===== config.mk =====
export PLATFORM = sky130hd
export DESIGN_NAME = snapshot_uart_tx
export DESIGN_NICKNAME = d
export VERILOG_FILES = /design/src/rtl/snapshot_uart_tx_pkg.sv /design/src/rtl/snapshot_uart_tx_byte.sv /design/src/rtl/snapshot_uart_tx.sv
export SDC_FILE = /design/constraint.sdc
export NUM_CORES = 1
export LEC_CHECK = 0
export BUFFER_PORTS_ARGS = -buffer_cell sky130_fd_sc_hd__buf_2
export CAP_MARGIN = 20
export CORE_UTILIZATION = 60
export CTS_CLUSTER_DIAMETER = 80
export DETAILED_ROUTE_END_ITERATION = 8
export MAX_ROUTING_LAYER = met4
export PLACE_DENSITY = 0.9
export SYNTH_ARGS = -nofsm -noshare
export SYNTH_HDL_FRONTEND = slang
export SYNTH_SLANG_ARGS = --single-unit

===== constraint.sdc =====
create_clock -name i_clk -period 5.4 [get_ports i_clk]
set_clock_uncertainty 0.05 [all_clocks]
set_input_delay 1.08 -clock i_clk [delete_from_list [all_inputs] [get_ports i_clk]]
set_output_delay 1.08 -clock i_clk [all_outputs]
set_load 0.01 [all_outputs]

===== src/rtl/snapshot_uart_tx_pkg.sv =====
// Shared definitions for the snapshot UART transmitter: byte FSM states,
// channel tags, default header and frame geometry.
package snapshot_uart_tx_pkg;

    typedef enum logic [1:0] {
        ST_IDLE  = 2'd0,
        ST_START = 2'd1,
        ST_DATA  = 2'd2,
        ST_STOP  = 2'd3
    } tx_state_t;

    localparam logic [2:0] TAG_100        = 3'b100;
    localparam logic [2:0] TAG_010        = 3'b010;
    localparam logic [2:0] TAG_001        = 3'b001;
    localparam logic [7:0] HEADER_DEFAULT = 8'hA5;
    localparam int         FRAME_BYTES    = 4;
    localparam logic [1:0] LAST_BYTE_IDX  = 2'(FRAME_BYTES - 1);

    function automatic logic [7:0] tag_byte(input logic [2:0] tag, input logic [4:0] val);
        return {tag, val};
    endfunction

endpackage


===== src/rtl/snapshot_uart_tx_byte.sv =====
// One 8N1 byte transmitter with a pDIV-cycle bit timer. A load accepted on the
// final stop-bit cycle chains straight into the next start bit with no idle gap.
module uart_byte_tx
    import snapshot_uart_tx_pkg::*;
#(
    parameter int pDIV = 16
) (
    input  logic       i_clk,
    input  logic       i_rst,
    input  logic       i_load,
    input  logic [7:0] i_data,
    output logic       o_tx,
    output logic       o_done
);

    tx_state_t   r_state;
    tx_state_t   w_state_nxt;
    logic [15:0] r_timer;
    logic [15:0] w_timer_nxt;
    logic [2:0]  r_bit_idx;
    logic [2:0]  w_bit_idx_nxt;
    logic [7:0]  r_shift;
    logic [7:0]  w_shift_nxt;
    logic        r_tx;
    logic        w_tx_nxt;
    logic        w_bit_end;

    assign w_bit_end = (r_timer == 16'(pDIV - 1));
    assign o_done    = (r_state == ST_STOP) && w_bit_end;
    assign o_tx      = r_tx;

    // Next-state, timer, shift and line-level computation.
    always_comb begin
        w_state_nxt   = r_state;
        w_timer_nxt   = w_bit_end ? 16'd0 : (r_timer + 16'd1);
        w_bit_idx_nxt = r_bit_idx;
        w_shift_nxt   = r_shift;
        case (r_state)
            ST_IDLE: begin
                w_timer_nxt = 16'd0;
                if (i_load) begin
                    w_state_nxt = ST_START;
                    w_shift_nxt = i_data;
                end else begin
                    w_state_nxt = ST_IDLE;
                end
            end
            ST_START: begin
                if (w_bit_end) begin
                    w_state_nxt   = ST_DATA;
                    w_bit_idx_nxt = 3'd0;
                end else begin
                    w_state_nxt = ST_START;
                end
            end
            ST_DATA: begin
                if (w_bit_end && (r_bit_idx == 3'd7)) begin
                    w_state_nxt = ST_STOP;
                end else if (w_bit_end) begin
                    w_bit_idx_nxt = r_bit_idx + 3'd1;
                    w_shift_nxt   = {1'b0, r_shift[7:1]};
                end else begin
                    w_state_nxt = ST_DATA;
                end
            end
            ST_STOP: begin
                if (w_bit_end && i_load) begin
                    w_state_nxt = ST_START;
                    w_shift_nxt = i_data;
                end else if (w_bit_end) begin
                    w_state_nxt = ST_IDLE;
                end else begin
                    w_state_nxt = ST_STOP;
                end
            end
            default: begin
                w_state_nxt = ST_IDLE;
                w_timer_nxt = 16'd0;
            end
        endcase

        // Line level follows the state being entered so o_tx stays registered.
        case (w_state_nxt)
            ST_START: w_tx_nxt = 1'b0;
            ST_DATA:  w_tx_nxt = w_shift_nxt[0];
            default:  w_tx_nxt = 1'b1;
        endcase
    end

    // State and datapath registers with synchronous reset.
    always_ff @(posedge i_clk) begin
        if (i_rst) begin
            r_state   <= ST_IDLE;
            r_timer   <= 16'd0;
            r_bit_idx <= 3'd0;
            r_shift   <= 8'd0;
            r_tx      <= 1'b1;
        end else begin
            r_state   <= w_state_nxt;
            r_timer   <= w_timer_nxt;
            r_bit_idx <= w_bit_idx_nxt;
            r_shift   <= w_shift_nxt;
            r_tx      <= w_tx_nxt;
        end
    end

endmodule


===== src/rtl/snapshot_uart_tx.sv =====
// Snapshot transmitter top: latches a strobed set of three 5-bit values and
// sends header + three tagged bytes back to back; strobes while busy are dropped.
module snapshot_uart_tx
    import snapshot_uart_tx_pkg::*;
#(
    parameter int         pDIV    = 16,
    parameter logic [7:0] pHEADER = HEADER_DEFAULT
) (
    input  logic       i_clk,
    input  logic       i_rst,
    input  logic       i_stb,
    input  logic [4:0] i_100,
    input  logic [4:0] i_010,
    input  logic [4:0] i_001,
    output logic       o_tx,
    output logic       o_busy,
    output logic       o_drop
);

    logic [4:0] r_v100;
    logic [4:0] r_v010;
    logic [4:0] r_v001;
    logic [1:0] r_byte_idx;
    logic       r_busy;
    logic       r_drop;
    logic       w_start;
    logic       w_done;
    logic       w_chain;
    logic       w_load;
    logic [7:0] w_next_byte;
    logic [7:0] w_load_data;

    assign w_start = i_stb & ~r_busy;
    assign w_chain = r_busy & w_done & (r_byte_idx != LAST_BYTE_IDX);
    assign w_load  = w_start | w_chain;
    assign o_busy  = r_busy;
    assign o_drop  = r_drop;

    // Select the byte to hand over: header on a new frame, else the byte after r_byte_idx.
    always_comb begin
        w_next_byte = pHEADER;
        case (r_byte_idx)
            2'd0:    w_next_byte = tag_byte(TAG_100, r_v100);
            2'd1:    w_next_byte = tag_byte(TAG_010, r_v010);
            2'd2:    w_next_byte = tag_byte(TAG_001, r_v001);
            default: w_next_byte = pHEADER;
        endcase
        if (w_start) begin
            w_load_data = pHEADER;
        end else begin
            w_load_data = w_next_byte;
        end
    end

    // Snapshot latching, byte sequencing and busy/drop flags.
    always_ff @(posedge i_clk) begin
        if (i_rst) begin
            r_v100     <= 5'd0;
            r_v010     <= 5'd0;
            r_v001     <= 5'd0;
            r_byte_idx <= 2'd0;
            r_busy     <= 1'b0;
            r_drop     <= 1'b0;
        end else begin
            r_drop <= i_stb & r_busy;
            if (w_start) begin
                r_v100     <= i_100;
                r_v010     <= i_010;
                r_v001     <= i_001;
                r_byte_idx <= 2'd0;
                r_busy     <= 1'b1;
            end else if (w_chain) begin
                r_byte_idx <= r_byte_idx + 2'd1;
            end else if (r_busy && w_done) begin
                r_busy <= 1'b0;
            end
        end
    end

    uart_byte_tx #(
        .pDIV (pDIV)
    ) u_byte_tx (
        .i_clk  (i_clk),
        .i_rst  (i_rst),
        .i_load (w_load),
        .i_data (w_load_data),
        .o_tx   (o_tx),
        .o_done (w_done)
    );

endmodule


-- After elaboration in Yosys (flattened, before gate mapping)
Cells that the tools add are included.
- register bits: 49
- memories kept: 0
- bits in latches: 0
- bits of input ports: 18
- bits in read-only memories: 0
- RAM bits: 0
- word-level logic and storage cells: 73
- shift operators: 0
- reductions and logical operators: 14
- div/mod/pow operators: 0
- mux-type cells: 22
- bitwise gates (word level): 6
- multipliers: 0
- equality and inequality tests: 16
- order comparisons: 0
- $add $sub $neg: 3
- operators by type and width (operator ; count):
    case mux 8 bit (3 select lines) ; 2
    two-way mux 8 bit ; 5
    adder 16 x 1 -> 16 bit, second input constant ; 1
    == test 16 x 4 -> 1 bit, second input constant ; 1
    two-way mux 2 bit ; 5
    two-way mux 3 bit ; 3
    == test 2 bit, second input constant ; 4
    inequality test 2 bit, second input constant ; 4
    case mux 2 bit (4 select lines) ; 1
    == test 2 x 1 -> 1 bit, second input constant ; 3
    inequality test 2 x 1 -> 1 bit, second input constant ; 3
    case mux 3 bit (2 select lines) ; 1
    AND reduction 5 bit ; 1
    AND 1 bit ; 4
    logical AND 1 bit ; 4
    logical NOT 2 bit ; 2
    two-way mux 1 bit ; 4
    AND reduction 4 bit ; 1
    nonzero test 2 bit ; 2
    adder 3 x 1 -> 3 bit, second input constant ; 1
    == test 3 bit, second input constant ; 1
    nonzero test 3 bit ; 1
    OR reduction 3 bit ; 1
    adder 2 x 1 -> 2 bit, second input constant ; 1
    5 further kinds ; 5

-- Longest topological paths before layout
Gate-level depths: netlist of run 1.
- depth after elaboration: 10
- depth in mapped cells: 7

-- By module
From an unflattened synthesis of run 1, not the netlist that was laid out.
- cells, all modules: 266
- area, all modules: 2262.2 µm²
- by module, submodules not included (module ; cells an instance ; area an instance (µm²) ; seq. area each (µm²) ; instances):
    uart_byte_tx ; 162 ; 1418.9 ; 600.6 ; 1
    snapshot_uart_tx ; 104 ; 843.3 ; 380.4 ; 1

-- Worst setup path after synthesis of run 1
OpenSTA, ideal clock, no wires.
- path kind: input port to flip-flop
- start: input i_stb
- end: register u_byte_tx.r_shift[3]
- cell stages on the path: 4
- data arrival time: 2.198 ns
- required time: 5.228 ns
- path slack: 3.030 ns
- library setup time: 0.122 ns
- cell sequence: or4b_2 -> nand2b_1 -> a31oi_1 -> a221o_2
- cells in the longest elaborated chain, start to end: 5
- elaborated cells between the ends (all ways): 10
- RTL lines (element ; RTL line ; RTL):
    from (decl) ; snapshot_uart_tx.sv:11 ; input logic i_stb,
    AND 1 bit * ; snapshot_uart_tx.sv:33 ; assign w_start = i_stb & ~r_busy;
    bitwise OR 1 bit ; snapshot_uart_tx.sv:35 ; assign w_load = w_start | w_chain;
    logical AND 1 bit ; snapshot_uart_tx_byte.sv:67 ; if (w_bit_end && i_load) begin
    inequality test 2 bit (no source line) ; n/a ;
    AND reduction 5 bit (no source line) ; n/a ;
    to (signal assigned) ; snapshot_uart_tx_byte.sv:102 ; r_shift <= w_shift_nxt;
    to (decl) ; snapshot_uart_tx_byte.sv:22 ; logic [7:0] r_shift;
Mark *: on every way between the ends. The rest lies on a longest branch, timed or not. The select of a mux whose other input is x is not followed.
A chain may end at the register's enable or synchronous reset.

-- Worst setup path in the final report of run 1
- start: input i_stb
- end: register u_byte_tx.r_shift[5]
Same word-level chain as after synthesis.

==> flow_summary.toml, run 1 <==
[global_route]
overflow = 0
grt_pass1_vias = 1678
antenna_found_initial = 0
grt_max_degree = 37
grtUsageTotal = 0.260
grt_pass1_wl_um = 7680

[place]
place_inst = 313
gp_congestion = 0.933
port_buffers = 20
hpwl_um = 3310

[routing]
via_per_inst = 5.81
drt-met1-wl_um = 2100
dr.max_layer_used = "met4"
routed_wl_um = 4630
drt_iter0_markers = 168
routedWlPerCell_um = 14.5
routed-via-count = 1860
first_pass_iters = 6
wl_met2_um = 2160
routed-wl-met3_um = 262
ant_nets = 0
drc = 0

[floorplanning]
die_x_um = 63.1
core_sq_um = 3470
die_area_sq_um = 3990
die_y_um = 63.1
design.portCount = 21
row_count = 21
start_util = 0.646

[setup_path]
required_ns = 5.51
path_delay_family = "compound AO/OA/AOI/OAI gates"
cpPeakStageDelay_ns = 0.47
path_class = "in2reg"
critical_path_buf_inv_count = 1
start_kind = "primary input"
crit_chain = "buf_2 -> nand2b_1 -> a31oi_1 -> nand3_1 -> a2111oi_0 -> a211oi_1"
cp.arrival_ns = 2.85
cp-end-kind = "register"
path_max_fanout = 23
cp_slowest_cell = "a2111oi_0"

[yosys]
synth_largest_area_cell = "dfxtp_1"
syn_area_sq_um = 2240
synthCells = 260
yosys.area.top_type_share = 0.438
yosys_warnings = 0
synth_common_cells = "dfxtp_1, nand2_1, nor2_1"
avgSynthCellArea_sq_um = 8.62
synth_most_common_cell = "dfxtp_1"
synth_edf_count = 0
ys_types = 46
ys.flop_type = "dfxtp_1"
ys_seq_elements = 49
async_flop_share = 0
yosysSeqAreaShare = 0.438
synth_nets = 285
synthTopCellsByArea = "dfxtp_1, nand2_1, a21oi_1"

[cts]
post_cts_buffers = 0
numClockSinks = 49
clkLatencyLatePin_ns = 0.30
postCtsResizedCells = 0
clkTransAtPathRegs_ns = 0.08
cts_hold_buffers = 0
h-tree-depth = 2
cts_tree = "built"
cts_buffer_depth = 2
root_buffer = "clkbuf_8"
numCtsBuffers = 5

[min_path]
hold_class = "reg2reg"

[final_layout]
register_area_sq_um = 981
finalNetCount = 299
multi_input_area_sq_um = 1190
syn2layout_area_growth_pct = 8.71
instances_no_fill = 320
fillers = 297
antenna_cells = 0
drive_gt1_frac = 0.150

[sta]
rsz0062_at_grt = "no"
min_period_ns = 2.74
fmax_ghz = 0.365
tightestPinTransition_ns = 0.785
finalSetupViolations = 0
setup_tns_ns = 0
maxSlewViolCount = 0
slew_headroom = 0.476
post-route-period-util = 0.508
finalHoldViolCount = 0

[pwr]
peakVddDrop_uv = 229
power-per-cell-area_nw_per_um2 = 263
p_leak_nw = 0.919

[run_status]
status = "complete, no violations"

[flow_run]
maxCapViolations = 0
## stage by stage
| stage | cell area [sq um] | setup WS, ns | util | total power, mW | hold WS [ns] |
|---|---|---|---|---|---|
| 2_1_floorplan | 2240 | 3.03 | - | 0.418 | 0.371 |
| 3_3_place_gp | 2340 | 2.53 | 0.674 | 0.430 | 0.392 |
| 3_5_place_dp | 2350 | 2.39 | 0.677 | 0.433 | 0.400 |
| 4_1_cts | 2440 | 2.70 | 0.703 | 0.643 | 0.410 |
| 5_1_grt | 2440 | 2.47 | 0.703 | 0.665 | 0.430 |
| 6_report | 2440 | 2.66 | 0.703 | 0.640 | 0.411 |
## cell usage in the layout, fill, tap and decap left out, types with 2 or more instances in the layout
master / count
dfxtp_1: 49
nand2_1: 45
nor2_1: 27
a21oi_1: 21
buf_2: 20
nand3_1: 12
xor2_1: 9
ha_1: 7
nor2b_1: 6
o21ai_0: 6
clkbuf_8: 6
and3_1: 5
xnor2_1: 5
a22oi_1: 5
nor3_1: 4
or4_4: 3
nand2b_1: 3
a31oi_1: 3
a222oi_1: 3
a22o_1: 3
mux2i_1: 3
inv_1: 2
and3_2: 2
a211oi_1: 2
or3_1: 2
## per-layer routing
layer / global-route usage / vias to the layer above
met5: - / -
met4: 0.113 / 0
met3: 0.0616 / 13
met2: 0.407 / 72
met1: 0.317 / 835
li1: - / 940
## cells by family after synthesis
| kind of cell | share of synthesized area |
|---|---|
| AOI/OAI and AO/OA | 0.153 |
| xor gates and xnor gates | 0.0547 |
| adders and majority gates | 0.0391 |
| buffers and inverters | 0.0318 |
| DFF | 0.437 |
| muxes | 0.0134 |
| and+or+nand+nor | 0.271 |
## state kept, by name, indices dropped and copies added (netlist names)
register	cells
o_drop	1
u_byte_tx.r_state	2
r_v001	5
u_byte_tx.r_shift	8
r_v010	5
o_busy	1
r_v100	5
u_byte_tx.r_bit_idx	3
u_byte_tx.o_tx	1
r_byte_idx	2
u_byte_tx.r_timer	16
## path summary, 6_finish.rpt
kind                                            from                    to  slack [ns]  cells past startpoint
worst max-delay path                           i_stb  u_byte_tx.r_shift[5]        2.66                      6
worst min-delay path                       r_v001[1]             r_v001[1]        0.41                      2
worst max register to register  u_byte_tx.r_timer[8]  u_byte_tx.r_shift[5]        2.85                      5
worst min register to register             r_v001[1]             r_v001[1]        0.41                      2
## power by group
group | leakage, nW | internal, mW | switching, mW
Combinational | 0.477 | 0.0178 | 0.0264
Clock | 0.0433 | 0.101 | 0.113
Sequential | 0.399 | 0.373 | 0.00879
## layout make-up
cell class / instances / area share
clock buffers: 6 / 0.0339
clock inverters: 1 / 0.00308
inverters: 2 / 0.00308
multi-input cells: 195 / 0.488
flip-flops and latches: 49 / 0.402
well taps: 46 / 0.0236
repair buffers: 21 / 0.0457
## worst reg2reg max path, cell delays in order (launching register included)
cell       delay [ns]
dfxtp_1          0.36
or4_4            0.57
nor4_4           0.52
nand3_1          0.35
a2111oi_0        0.47
a211oi_1         0.09
(Power assumes the default switching activity.)
==> run 2, diff against run 1 <==
Settings changed: CORE_UTILIZATION 60 to 52, PLACE_DENSITY 0.9 to 0.83.
Clock period 5.4 ns to 2.4 ns, I/O delays scaled along.
==> run 2 against run 1 <==
Compared with the run above:
- clock power up 120%
- count of clock-buffer cells in the layout decreased by 1
- routed wire length decreased by 3.5%
- hold slack got worse by 0.052 ns
- final cell count increased by 4.4%
- combinational power is 140% higher
- flip-flop and latch count stayed put
- largest cell class unchanged
- largest power group unchanged
==> flow_summary.toml, run 2 (synthesis gave the netlist of run 1 again) <==
[run_status]
status = "complete, no violations"

[routing]
drt_iter0_markers = 168
drc = 0
routedWlPerCell_um = 13.4
via_per_inst = 5.66
ant_nets = 0
routed-via-count = 1892
routed_wl_um = 4460
first_pass_iters = 4

[min_path]
hold_class = "in2reg"
whs_endpoint = "r_v001[0]"
hold_start = "i_001[0]"
min_path_cells = 3

[pwr]
p_int_mw = 1.08
combPwrFrac = 0.075
switching_share = 0.242
clock_power_share = 0.326
power-per-cell-area_nw_per_um2 = 571
seqPwrFrac = 0.599
p_leak_nw = 0.964
power_switching_uw = 347
peakVddDrop_uv = 444

[final_layout]
mostFrequentLayoutCell = "dfxtp_1"
multi_input_area_sq_um = 1190
final_cell_mix = "dfxtp_1, nand2_1, nor2_1, a21oi_1, buf_2"
reg.largest.list = "u_byte_tx.r_timer (16), u_byte_tx.r_shift (8)"
drive_gt1_frac = 0.187
antenna_cells = 0
top_register = "u_byte_tx.r_timer"
fillers = 367
largest_reg_flops = 16
syn2layout_area_growth_pct = 11.9
register_area_sq_um = 983
finalNetCount = 308

[sta]
slew_headroom = 0.675
fmax_ghz = 0.429
rsz0062_at_grt = "no"
post-route-period-util = 0.971
holdWs_ns = 0.359
min_period_ns = 2.33
tightestPinTransition_ns = 0.486
maxSlewViolCount = 0
setup_tns_ns = 0
finalSetupViolations = 0
finalHoldViolCount = 0

[cts]
h-tree-depth = 2
cts_tree = "built"
cts_buffer_depth = 2
numClockSinks = 49
root_buffer = "clkbuf_8"
clkTransAtPathRegs_ns = 0.09
clkLatencyLatePin_ns = 0.30
numCtsBuffers = 5

[setup_path]
cp.arrival_ns = 2.46
start_kind = "register"
required_ns = 2.53
r2r-start = "u_byte_tx.r_timer[12]"
r2r_cells = 6
path_max_fanout = 6
reg2reg_to = "r_byte_idx[1]"
cp-end-kind = "register"
path_class = "reg2reg"
worst-r2r-setup-slack_ns = 0.07

[global_route]
grt_pass1_wl_um = 7600
grt_max_degree = 23
antenna_found_initial = 0
overflow = 0
use_met1 = 0.319
grtUsageTotal = 0.228
use_met2 = 0.324
busiest_layer = "met2"
grt_pass1_vias = 1677
grt_util_met3 = 0.0524

[place]
port_buffers = 20
gp_congestion = 0.970
hpwl_um = 3260

[floorplanning]
core_sq_um = 4060
start_util = 0.553
die_x_um = 67.7
die_area_sq_um = 4580
design.portCount = 21
row_count = 23
die_y_um = 67.7

[flow_run]
maxCapViolations = 0
-- run 2: changes by cell type in the layout (fill, tap and decap cells not counted), sizes merged --
cell | before | now
buf | 21 | 30
clkbuf | 6 | 5
clkinv | 0 | 2
-- run 2: how the worst max path moves through the flow --
stage / start / endpoint / slack, ns / cells past startpoint
2_1_floorplan: u_byte_tx.r_timer[8] / u_byte_tx.r_shift[1] / 0.12 / 6
3_3_place_gp: u_byte_tx.r_timer[8] / u_byte_tx.r_shift[1] / 0.13 / 5
3_5_place_dp: u_byte_tx.r_timer[8] / u_byte_tx.r_shift[1] / 0.09 / 5
4_1_cts: u_byte_tx.r_timer[8] / u_byte_tx.r_shift[1] / 0.07 / 5
5_1_grt: u_byte_tx.r_timer[12] / u_byte_tx.r_shift[4] / 0.006 / 5
6_report: u_byte_tx.r_timer[12] / r_byte_idx[1] / 0.07 / 6
-- run 2: power by group through the flow --
stage	Sequential [mW]	Combinational, mW	Clock, mW
after CTS	0.857	0.107	0.476
after global placement	0.875	0.105	0
after floorplan	0.870	0.0696	0
after global routing	0.861	0.119	0.521
final	0.857	0.107	0.467
after detailed placement	0.876	0.107	0
-- run 2: worst max-delay path, stage by stage, from the launching register on --
cell     delay (ns)
dfxtp_2        0.34
or4_4          0.56
or4_4          0.60
buf_6          0.15
nor3_4         0.25
mux2i_1        0.22
nor3_1         0.05
-- run 2: final cells by class --
class,count,area share
Multi-Input combinational cell,195,0.474
Sequential cell,49,0.392
Timing Repair Buffer,30,0.0713
Clock buffer,5,0.0274
Tap cell,50,0.0249
Clock inverter,3,0.00698
Inverter,2,0.00299
-- run 2: layer usage --
layer / routed length (um) / vias up
li1: - / 962
met1: 2210 / 888
met2: 2040 / 40
met3: 184 / 2
met4: 24 / 0
met5: 0 / -
-- run 2: metrics by stage --
stage	power [mW]	std cells	cell area [sq um]	setup WS (ns)	util
2_1_floorplan	0.940	260	2240	0.124	-
3_3_place_gp	0.980	325	2410	0.128	0.594
3_5_place_dp	0.983	325	2410	0.0898	0.594
4_1_cts	1.44	333	2490	0.0742	0.615
5_1_grt	1.50	334	2510	0.00580	0.618
6_report	1.43	334	2510	0.0703	0.618
-- run 2: repair_timing --
action,in CTS,in global routing
endpoints found under the hold margin,0,0
buffers inserted,0,1
gates resized for setup,0,3
hold buffers,0,0
setup endpoints to repair,0,2
==> run 3, diff against run 2 <==
Settings changed: RECOVER_POWER set to 100, REMOVE_ABC_BUFFERS set to 1.
==> run 3 against run 2 <==
Compared with the run above:
- utilization down 0.86 points
- sequential power about the same
- clock power up 27%
- first-iteration DRC count down 26%
- routed wire length down 1.2%
- largest cell class unchanged
- highest routed layer unchanged
==> flow_summary.toml, run 3 (synthesis gave the netlist of run 1 again) <==
[cts]
root_buffer = "clkbuf_8"
post_cts_buffers = 0
numCtsBuffers = 5
cts_buffer_depth = 2
cts_tree = "built"
clkLatencyLatePin_ns = 0.31
postCtsResizedCells = 0
cts_hold_buffers = 0
clkTransAtPathRegs_ns = 0.09
h-tree-depth = 2
numClockSinks = 49

[setup_path]
path_max_fanout = 4
cp_slowest_cell = "or4_4"
path_class = "reg2reg"
cpPeakStageDelay_ns = 0.57
cp_common_cell = "or4_4"
crit_start = "u_byte_tx.r_timer[8]"
cp.arrival_ns = 2.48
r2r-start = "u_byte_tx.r_timer[8]"
start_kind = "register"
crit_chain = "or4_4 -> or4_4 -> or3_1 -> a2bb2oi_1 -> o21ai_2"
cp-end-kind = "register"
required_ns = 2.59

[pwr]
power-per-cell-area_nw_per_um2 = 627
peakVddDrop_uv = 409
p_leak_nw = 0.933

[floorplanning]
die_area_sq_um = 4580
row_count = 23
die_y_um = 67.7
design.portCount = 21
core_sq_um = 4060
start_util = 0.553
die_x_um = 67.7

[global_route]
grt_pass1_wl_um = 7140
grt_max_degree = 23
grtUsageTotal = 0.221
overflow = 0
grt_pass1_vias = 1559
antenna_found_initial = 0

[place]
post_dp_cell_area_sq_um = 2390
gp_congestion = 0.842
port_buffers = 20
hpwl_um = 3070

[final_layout]
reg.largest.list = "u_byte_tx.r_timer (16), u_byte_tx.r_shift (8)"
drive_gt1_frac = 0.139
syn2layout_area_growth_pct = 10.3
final_cell_mix = "dfxtp_1, nand2_1, nor2_1, a21oi_1, buf_2"
largest_reg_flops = 16
postLayoutCellArea_sq_um = 2470
antenna_cells = 0
mostFrequentLayoutCell = "dfxtp_1"
finalNetCount = 304
top_register = "u_byte_tx.r_timer"

[routing]
via_per_inst = 5.56
drt_iter0_markers = 124
routed-via-count = 1835
first_pass_iters = 4
routedWlPerCell_um = 13.4
drc = 0
ant_nets = 0
routed_wl_um = 4410

[sta]
fmax_ghz = 0.437
setup_tns_ns = 0
rsz0062_at_grt = "no"
maxSlewViolCount = 0
tightestPinTransition_ns = 0.875
slew_headroom = 0.417
min_period_ns = 2.29
post-route-period-util = 0.954
finalSetupViolations = 0
finalHoldViolCount = 0

[min_path]
hold_class = "in2reg"
hold_start = "i_100[2]"

[flow_run]
maxCapViolations = 0

[run_status]
status = "complete, no violations"
-- run 3: worst paths after layout --
path                                        endpoint  slack, ns  cells past startpoint
worst min-delay path                       r_v100[2]       0.34                      3
worst max-delay path            u_byte_tx.r_shift[1]       0.11                      5
worst max register to register  u_byte_tx.r_shift[1]       0.11                      5
worst min register to register             r_v100[2]       0.41                      2
-- run 3: metrics by stage --
step                hold slack [ns]  setup WS (ns)  cells  total power [mW]  utilization
floorplan                     0.371          0.173    246             0.928            -
global placement              0.382          0.160    322             0.976        0.588
detailed placement            0.397          0.141    322             0.979        0.588
CTS                           0.340          0.121    330              1.56        0.615
global route                  0.348         0.0137    330              1.62        0.610
finish                        0.340          0.110    330              1.55        0.610
-- run 3: per-layer routing --
layer | global-route usage | up-vias | part of all wire
met5 | - | - | 0
met4 | 0.104 | 0 | 0.018
met3 | 0.0676 | 8 | 0.040
met2 | 0.303 | 33 | 0.44
met1 | 0.293 | 844 | 0.50
li1 | - | 950 | -
-- run 3: cell type report --
type	instances	area, sq um
inverter	2	7.51
clock buffer	6	72.6
fill	337	1580
timing repair buffer	26	133
tap	50	62.6
multi-input combinational	195	1180
clock inverter	2	38.8
sequential	49	981
-- run 3: critical path, delay by kind of cell, from the launching register on --
family          cells  cell delay, ns
compound gates      2            0.28
flops               1            0.34
simple gates        3            1.55
-- run 3: power by group --
part           switching (mW)  total (mW)  internal [mW]
registers              0.0183       0.857          0.838
clock network           0.278       0.591          0.313
logic                  0.0613       0.103         0.0413
